### config.mk
export PLATFORM = sky130hd
export DESIGN_NAME = ps2_key_event_queue
export DESIGN_NICKNAME = d
export VERILOG_FILES = /design/src/rtl/ps2_key_event_queue.sv
export SDC_FILE = /design/constraint.sdc
export NUM_CORES = 2
export LEC_CHECK = 0
export CAP_MARGIN = 20
export CORE_MARGIN = 1.5
export CORE_UTILIZATION = 61
export DETAILED_ROUTE_END_ITERATION = 8
export PLACE_DENSITY = 0.78
export SYNTH_ARGS = -nofsm -noshare
export SYNTH_HDL_FRONTEND = slang
export SYNTH_SLANG_ARGS = --single-unit
### constraint.sdc
create_clock -name clk -period 8.1 [get_ports clk]
set_input_delay 0.81 -clock clk [delete_from_list [all_inputs] [get_ports clk]]
set_output_delay 0.81 -clock clk [all_outputs]
set_load 0.03 [all_outputs]
### src/rtl/ps2_key_event_queue.sv
`default_nettype none
// ============================================================================
// Module      : ps2_key_event_queue
// Description : Decodes the PS/2 scan-code byte stream into make/break/repeat
//               events, tracks held keys, modifiers and locks, queues events.
// Revision    : 1.0 - initial release
// ============================================================================
module ps2_key_event_queue #(
  parameter int DEPTH       = 16,
  parameter int EMIT_REPEAT = 1,
  parameter int PAUSE_SKIP  = 7
) (
  input  logic                     clk,
  input  logic                     clr,
  input  logic [7:0]               kb_data,
  input  logic                     kb_ready,
  output logic                     kb_nextdata_n,
  output logic [10:0]              ev_data,
  output logic                     ev_valid,
  input  logic                     ev_ready,
  output logic [$clog2(DEPTH):0]   ev_count,
  output logic                     ovf,
  input  logic                     ovf_clr,
  output logic                     shift,
  output logic                     ctrl,
  output logic                     alt,
  output logic                     caps,
  output logic                     num,
  output logic                     scroll,
  output logic [8:0]               held_cnt
);

  localparam int              C_AW   = $clog2(DEPTH);
  localparam logic [C_AW:0]   c_full = (C_AW+1)'(DEPTH);
  localparam logic [7:0]      c_skip = 8'(PAUSE_SKIP);

  typedef enum logic [2:0] {
    S_IDLE = 3'd0,
    S_E0   = 3'd1,
    S_F0   = 3'd2,
    S_E0F0 = 3'd3,
    S_SKIP = 3'd4
  } state_t;

  state_t            r_state, w_nstate;
  logic              r_ack;
  logic [7:0]        r_skip_cnt;
  logic [255:0]      r_plain, r_e0tab;
  logic [8:0]        r_held;
  logic              r_caps, r_num, r_scroll, r_ovf;
  logic [10:0]       r_mem [DEPTH];
  logic [C_AW-1:0]   r_wr, r_rd;
  logic [C_AW:0]     r_count;

  logic              w_take, w_make, w_brk, w_e0, w_pause, w_skip_load, w_skip_dec;
  logic [7:0]        w_code;
  logic              w_bit, w_repeat, w_push, w_pop, w_full, w_push_ok, w_drop, w_lock_ok;
  logic [10:0]       w_ev;

  assign w_take = kb_ready & ~r_ack;

  always_comb begin
    w_nstate    = r_state;
    w_make      = 1'b0;
    w_brk       = 1'b0;
    w_e0        = 1'b0;
    w_pause     = 1'b0;
    w_skip_load = 1'b0;
    w_skip_dec  = 1'b0;
    w_code      = kb_data;
    if (w_take) begin
      case (r_state)
        S_IDLE: begin
          case (kb_data)
            8'hE0: w_nstate = S_E0;
            8'hF0: w_nstate = S_F0;
            8'hE1: begin
              w_nstate    = S_SKIP;
              w_skip_load = 1'b1;
            end
            8'h00, 8'hAA, 8'hFA, 8'hFE, 8'hFF: w_nstate = S_IDLE;
            default: w_make = 1'b1;
          endcase
        end
        S_E0: begin
          case (kb_data)
            8'hF0: w_nstate = S_E0F0;
            8'hE0: w_nstate = S_E0;
            8'hE1, 8'hFA, 8'hAA: w_nstate = S_IDLE;
            default: begin
              w_make   = 1'b1;
              w_e0     = 1'b1;
              w_nstate = S_IDLE;
            end
          endcase
        end
        S_F0, S_E0F0: begin
          w_nstate = S_IDLE;
          if (kb_data != 8'hE0 && kb_data != 8'hF0 && kb_data != 8'hE1) begin
            w_brk = 1'b1;
            w_e0  = (r_state == S_E0F0);
          end
        end
        S_SKIP: begin
          // The Pause sequence carries no break; emit one synthetic make at its end
          if (r_skip_cnt <= 8'd1) begin
            w_make   = 1'b1;
            w_pause  = 1'b1;
            w_e0     = 1'b1;
            w_code   = 8'h7E;
            w_nstate = S_IDLE;
          end else begin
            w_skip_dec = 1'b1;
          end
        end
        default: w_nstate = S_IDLE;
      endcase
    end
  end

  assign w_bit     = w_e0 ? r_e0tab[w_code] : r_plain[w_code];
  assign w_repeat  = w_make & ~w_pause & w_bit;
  assign w_push    = (w_make & (~w_repeat | (EMIT_REPEAT != 0))) | w_brk;
  assign w_ev      = {w_repeat, w_brk, w_e0, w_code};
  assign w_lock_ok = w_make & ~w_repeat & ~w_e0;

  assign w_full    = (r_count == c_full);
  assign w_pop     = ev_ready & (r_count != '0);
  assign w_push_ok = w_push & (~w_full | w_pop);
  assign w_drop    = w_push & w_full & ~w_pop;

  always_ff @(posedge clk) begin
    if (clr) begin
      r_state    <= S_IDLE;
      r_ack      <= 1'b0;
      r_skip_cnt <= '0;
      r_plain    <= '0;
      r_e0tab    <= '0;
      r_held     <= '0;
      r_caps     <= 1'b0;
      r_num      <= 1'b0;
      r_scroll   <= 1'b0;
      r_ovf      <= 1'b0;
      r_wr       <= '0;
      r_rd       <= '0;
      r_count    <= '0;
    end else begin
      r_state <= w_nstate;
      r_ack   <= w_take;
      if (w_skip_load)     r_skip_cnt <= c_skip;
      else if (w_skip_dec) r_skip_cnt <= r_skip_cnt - 8'd1;

      if (w_make & ~w_pause & ~w_bit) begin
        if (w_e0) r_e0tab[w_code] <= 1'b1;
        else      r_plain[w_code] <= 1'b1;
        r_held <= r_held + 9'd1;
      end else if (w_brk & w_bit) begin
        if (w_e0) r_e0tab[w_code] <= 1'b0;
        else      r_plain[w_code] <= 1'b0;
        r_held <= r_held - 9'd1;
      end

      if (w_lock_ok && w_code == 8'h58) r_caps   <= ~r_caps;
      if (w_lock_ok && w_code == 8'h77) r_num    <= ~r_num;
      if (w_lock_ok && w_code == 8'h7E) r_scroll <= ~r_scroll;

      // A drop in the same cycle as a clear request keeps the flag set
      if (w_drop)       r_ovf <= 1'b1;
      else if (ovf_clr) r_ovf <= 1'b0;

      if (w_push_ok) r_wr <= r_wr + 1'b1;
      if (w_pop)     r_rd <= r_rd + 1'b1;
      case ({w_push_ok, w_pop})
        2'b10:   r_count <= r_count + 1'b1;
        2'b01:   r_count <= r_count - 1'b1;
        default: r_count <= r_count;
      endcase
    end
  end

  always_ff @(posedge clk) begin
    if (w_push_ok) r_mem[r_wr] <= w_ev;
  end

  assign kb_nextdata_n = ~r_ack;
  assign ev_valid      = (r_count != '0);
  assign ev_data       = ev_valid ? r_mem[r_rd] : 11'd0;
  assign ev_count      = r_count;
  assign ovf           = r_ovf;
  assign held_cnt      = r_held;
  assign caps          = r_caps;
  assign num           = r_num;
  assign scroll        = r_scroll;
  assign shift         = r_plain[8'h12] | r_plain[8'h59];
  assign ctrl          = r_plain[8'h14] | r_e0tab[8'h14];
  assign alt           = r_plain[8'h11] | r_e0tab[8'h11];

endmodule
`default_nettype wire

== Word level (Yosys, flattened, before mapping) ==
Memory sizes are Yosys's and may differ from the RTL's. A register that Yosys moved wholly into a read port is not among the register bits.
Index checks and enable logic that the tools add are counted.

* Add/subtract/negate cells: 7
* Order comparisons: 3
* Equal/unequal tests: 26
* Multiplexer cells: 53
* Bitwise operators: 31
* Reduce and logical (&&, ||, !) cells: 21

{| class="wikitable"
|+ Operators with widths
! kind !! number
|-
| 256-bit 2-to-1 mux || 8
|-
| 256-bit bitwise AND || 2
|-
| 256-bit bitwise OR || 2
|-
| 256-bit NOT || 1
|-
| 8-bit equality test (second input constant) || 7
|-
| 1-bit 2-to-1 mux || 25
|-
| 8-bit by 7-bit equality test with 1-bit output (second input constant) || 3
|-
| 8-bit 2-to-1 mux || 3
|-
| 8-bit inequality test (second input constant) || 3
|-
| 9-bit 2-to-1 mux || 2
|-
| 1-bit binary-select mux with 8-bit select || 2
|-
| 3-bit one-hot mux with 4 select lines || 1
|-
| 1-bit bitwise AND || 11
|-
| 11-bit 2-to-1 mux || 1
|-
| 2-bit inequality test (second input constant) || 5
|-
| 1-bit NOT || 10
|-
| 5-bit one-hot mux with 2 select lines || 1
|-
| 5-bit OR reduction || 2
|-
| 9-bit by 1-bit adder with 9-bit output (second input constant) || 1
|-
| 8-bit by 9-bit less-than comparator with 1-bit output (second input constant) || 1
|-
| 3-bit 2-to-1 mux || 3
|-
| 3-bit one-hot mux with 3 select lines || 1
|-
| 3-bit AND reduction || 3
|-
| 9-bit by 1-bit subtractor with 9-bit output (second input constant) || 1
|-
| other kinds (25) || 42
|}

* Register bits: 550
* Memory bits (writable): 176
* Input port bits: 13
* Output and inout port bits: 34
* Logic and storage cells: 156
* Memories kept: 1

{| class="wikitable"
|+ Memories
! name !! depth !! bits a word !! rd ports !! clocked after memory_dff !! wr ports !! RTL line !! text
|-
| r_mem || 16 || 11 || 1 || 1 || 1 || 51 || <nowiki>logic [10:0] r_mem [DEPTH];</nowiki>
|}

== Depth between registers and ports, before layout ==
* Depth after elaboration: 13
* Depth in mapped cells: 28
* Gate-level depth less buffers: 24

== Worst setup path before layout ==
OpenSTA, ideal clock, no wires.

* Path kind: in2reg
* Start: input kb_ready
* End: register r_held[8] (netlist: held_cnt[8])
* Setup time: 78 ps
* Data arrival time: 5026 ps
* Required time: 8022 ps
* Setup slack: 2996 ps
* Cell stages on the path: 26
* Path buffers: 4
* Cell sequence: nor2b_1 buf_2 and2_1 and2_1 buf_2 or3_1 clkbuf_1 nor2_1 o31ai_1 nand4_1 nor4_2 and3b_1 buf_4 nor2_1 inv_1 fa_1 nor2b_1 o21ai_0 nand2b_1 a21oi_1 o21bai_1 a21o_1 a21oi_1 or3_1 and3b_1 nor3_1

* Longest elaborated chain between the ends: 8
* Elaborated cells between the ends (all ways): 18
* Those cells by class: 11 x mux; 6 x bitwise; 1 x reduce/logical

{| class="wikitable"
|+ RTL lines
! item !! RTL line !! text
|-
| start: declaration || 16 || <nowiki>input logic kb_ready,</nowiki>
|-
| 1-bit bitwise AND * || 60 || <nowiki>assign w_take = kb_ready & ~r_ack;</nowiki>
|-
| 8-bit 2-to-1 mux || 71 || <nowiki>if (w_take) begin</nowiki>
|-
| 1-bit binary-select mux with 8-bit select || 121 || <nowiki>assign w_bit = w_e0 ? r_e0tab[w_code] : r_plain[w_code];</nowiki>
|-
| 1-bit 2-to-1 mux (implied by the code) || 121 ||
|-
| 1-bit 2-to-1 mux || 121 ||
|-
| 1-bit NOT || 153 || <nowiki>if (w_make & ~w_pause & ~w_bit) begin</nowiki>
|-
| 1-bit bitwise AND || 153 ||
|-
| 9-bit 2-to-1 mux / 2-bit nonzero test (equally long branches) || n/a ||
|-
| end signal: assignment || 156 || <nowiki>r_held <= r_held + 9'd1;</nowiki>
|-
| end signal: assignment || 160 || <nowiki>r_held <= r_held - 9'd1;</nowiki>
|-
| end: declaration || 49 || <nowiki>logic [8:0] r_held;</nowiki>
|}

Mark *: on every way between the ends. The rest lies on a longest branch, timed or not. The select of a mux whose other input is x is not followed.
A chain may end at the register's enable or synchronous reset.

== Worst setup path in the final report ==
* Start: register r_state[2]
* End: register r_held[8] (netlist: held_cnt[8])

* Longest elaborated chain between the ends: 9
* Elaborated cells between the ends (all ways): 29
* Those cells by class: 4 x eq/ne; 17 x mux; 5 x bitwise; 3 x reduce/logical

{| class="wikitable"
|+ RTL lines
! item !! RTL line !! text
|-
| start: declaration || 45 || <nowiki>state_t r_state, w_nstate;</nowiki>
|-
| start signal: assignment || 148 || <nowiki>r_state <= w_nstate;</nowiki>
|-
| 3-bit equality test || 72 || <nowiki>case (r_state)</nowiki>
|-
| 8-bit 2-to-1 mux || 72 ||
|-
| 8-bit 2-to-1 mux || 71 ||
|-
| 1-bit binary-select mux with 8-bit select || 121 ||
|-
| 1-bit 2-to-1 mux (implied by the code) || 121 ||
|-
| 1-bit 2-to-1 mux || 121 ||
|-
| 1-bit NOT || 153 ||
|-
| 1-bit bitwise AND || 153 ||
|-
| 9-bit 2-to-1 mux / 2-bit nonzero test (equally long branches) || n/a ||
|}

Several ways; a longest one is shown, not always the timed one. The select of a mux whose other input is x is not followed.

==> metrics.cfg <==
[clock_tree]
holdBufCountCts=0
clk_pin_slew_ps=70
postCtsSetupBuffers=0
cts_tree=done
clkLatencyLatePin_ps=650
cts.sinks=730
cts.repair.resized=0
cts_max_level=3
numCtsBuffers=76
clock_path_buffers=3
clockRootBuffer=clkbuf_16

[logic_synthesis]
synth_area_leaders=dfxtp_1, edfxtp_1, o21ai_0
yosysUniqueCellTypes=79
ys_seq_elements=730
synth.avg_cell_area_sq_um=8.88
synth-seq-area-share_pct=48.0
async_flop_share_pct=0
syn_nets=3873
synth_edf_count=176
ys.flop_type=dfxtp_1
syn_area_sq_um=34100
yosysTopAreaCell=dfxtp_1
ys.warnings.count=0
yosysTopAreaCellShare_pct=32.5
synthCells=3841

[drt]
vias=31500
drt_pass1_iterations=9
routed_wl_microns=114000
wire_per_inst_microns=25.5
antenna_left=0
drtIter0Drc=5309
avgViaCountPerCell=7.03
drc=12

[global_routing]
grt_pass1_vias=28900
grt_pass1_wl_microns=173000
grt_max_degree=226
overflow=0
grtUsageTotal_pct=39.4
antenna_found_initial=1

[timing]
setup-tns-final_ps=0
worst_pin_slew_ps=1300
finalCritPeriodShare_pct=86.3
timing_hold_violations_final=0
setup_viol=0
finalWorstSetupSlack_ps=1110
rsz0062_at_grt=no
max_freq_ghz=0.143
maxSlewViolCount=0
layout_min_cycle_time_ps=6990
timing.slew.headroom_pct=11.3
finClkSkew_ps=28.3

[power]
power_w=0.00879
leakage_nw=11.6
powerDensity_nw_per_um2=233
irDropWorstVdd_uv=277

[worst_setup_path]
cp-end-kind=flop
crit_slowest_cell=o21ai_2
path_cells=nor3b_4 -> nand4_2 -> o21ai_2 -> a21oi_1 -> a2111oi_0 -> a211o_1 -> and4_1 -> and3b_4 -> nor2_1 -> buf_4 -> ha_1 -> nor2b_1 -> o21ai_0 -> nand2b_1 -> a21oi_1 -> o21bai_1 -> a21o_1 -> a21oi_1 -> or3_1 -> and3b_1 -> nor3_1
crit_top_cell=a21oi_1
cp_max_fo=12
path_class=reg2reg
cp_data_required_time_ps=8650
slowest_delay_ps=1180
worst-endpoint-arrival_ps=7530
cp-start-kind=flop
rr_worst_depth=21
rr_startpoint=r_state[2]$_SDFFE_PP0P_
cp-startpoint=r_state[2]$_SDFFE_PP0P_

[run]
cap_viol_max_count=0

[hold_path]
hold_class=reg2reg
hold-path-cell-count=2

[cells_and_area]
final_common_cell=o21ai_0
diodes=0
drive_gt1_share_pct=10.8
design_area_sq_um=37700
syn2layout_area_growth_pct=10.5
final_cell_mix=o21ai_0, dfxtp_1, a21oi_1, nand3_1, nand2_1
seq_area_sq_um=16400
final_nets=3715
num-fill-cells=4251
multi_input_area_sq_um=16300

[die]
core_sq_um=55200
rows=86
start_util_pct=61.8
dieArea_sq_um=57400
ios=47
die_h_microns=240
die_w_microns=240

[placed_design]
pre_cts_slack_ps=1190
hpwl_microns=64900
place.gp.congestion=0.992
port_buffers=46
place_area_sq_um=35100

[run_status]
violations=DRC
status=finished with violations

-- stage by stage --
step | util, % | cells | hold WS, ps
global placement | 63.5 | 4344 | 418
floorplan | - | 3841 | 405
detailed placement | 63.6 | 4347 | 424
CTS | 68.2 | 4481 | 438
finish | 68.3 | 4487 | 444
global route | 68.3 | 4487 | 455
-- worst paths after layout --
| kind | endpoint | slack (ps) |
|---|---|---|
| hold reg to reg | flop | 440 |
| setup reg to reg | held_cnt[8]$_SDFFE_PP0P_ | 1110 |
| setup / recovery | held_cnt[8]$_SDFFE_PP0P_ | 1110 |
| hold / removal | flop | 440 |
-- kinds of logic (layout without fill, tap and decap cells) --
kind of cell / count (synthesis) / count (layout) / synth area share [%]
AOI/OAI and AO/OA: 1391 / 1391 / 23.1
and+or+nand+nor: 1095 / 1095 / 15.2
DFF: 730 / 730 / 48.0
buffers and inverters: 427 / 325 / 5.20
muxes: 153 / 153 / 7.11
xor gates and xnor gates: 26 / 26 / 0.667
adders and majority gates: 19 / 19 / 0.741
-- layout make-up --
| class | count | share of cell area [%] |
|---|---|---|
| multi-input cells | 2684 | 43.2 |
| flip-flops and latches | 730 | 43.4 |
| repair buffers | 164 | 3.89 |
| clock inverters | 24 | 0.892 |
| clock buffers | 110 | 5.89 |
| well taps | 748 | 2.48 |
| inverters | 27 | 0.269 |
-- synthesized netlist by cell type (all sizes together) (8+ instances only) --
| cell type | count |
|---|---|
| inv | 27 |
| nor3 | 25 |
| xor2 | 12 |
| buf | 118 |
| nand3 | 406 |
| a22oi | 78 |
| clkbuf | 282 |
| a221oi | 25 |
| or2 | 9 |
| o31ai | 24 |
| nand4 | 10 |
| nor2b | 90 |
| nor4 | 8 |
| o311ai | 12 |
| xnor2 | 14 |
| nand2 | 343 |
| dfxtp | 554 |
| a21oi | 506 |
| o22ai | 20 |
| a21o | 8 |
| a211oi | 27 |
| ha | 17 |
| o211ai | 34 |
| edfxtp | 176 |
| mux2i | 59 |
| and2 | 19 |
| nand2b | 14 |
| nor2 | 138 |
| a22o | 13 |
| mux4 | 69 |
| mux2 | 25 |
| o21ai | 587 |
| or3 | 9 |
-- worst max-delay path, delay by kind of cell, from the launching register on --
kind            cells  cell delay (ps)
flops               1              450
buf+inv             1              190
fa+ha+maj           1              320
simple gates       10             2650
compound gates      9             3250
-- report_power, final --
part	switching [W]	internal [W]	total, W
registers	0.0000378	0.00378	0.00381
clock network	0.00151	0.00213	0.00364
logic	0.000834	0.000505	0.00134
total	0.00238	0.00641	0.00879
-- layer usage --
metal  track usage (%)  up-vias  wire length, microns
li1                  -    13700                     -
met1              51.5    14900                 42200
met4              21.8        2                  7160
met2              58.9     2383                 49600
met5                 0        -                    13
met3              11.0      518                 15300
No activity file was read; power rests on OpenSTA's default activity.
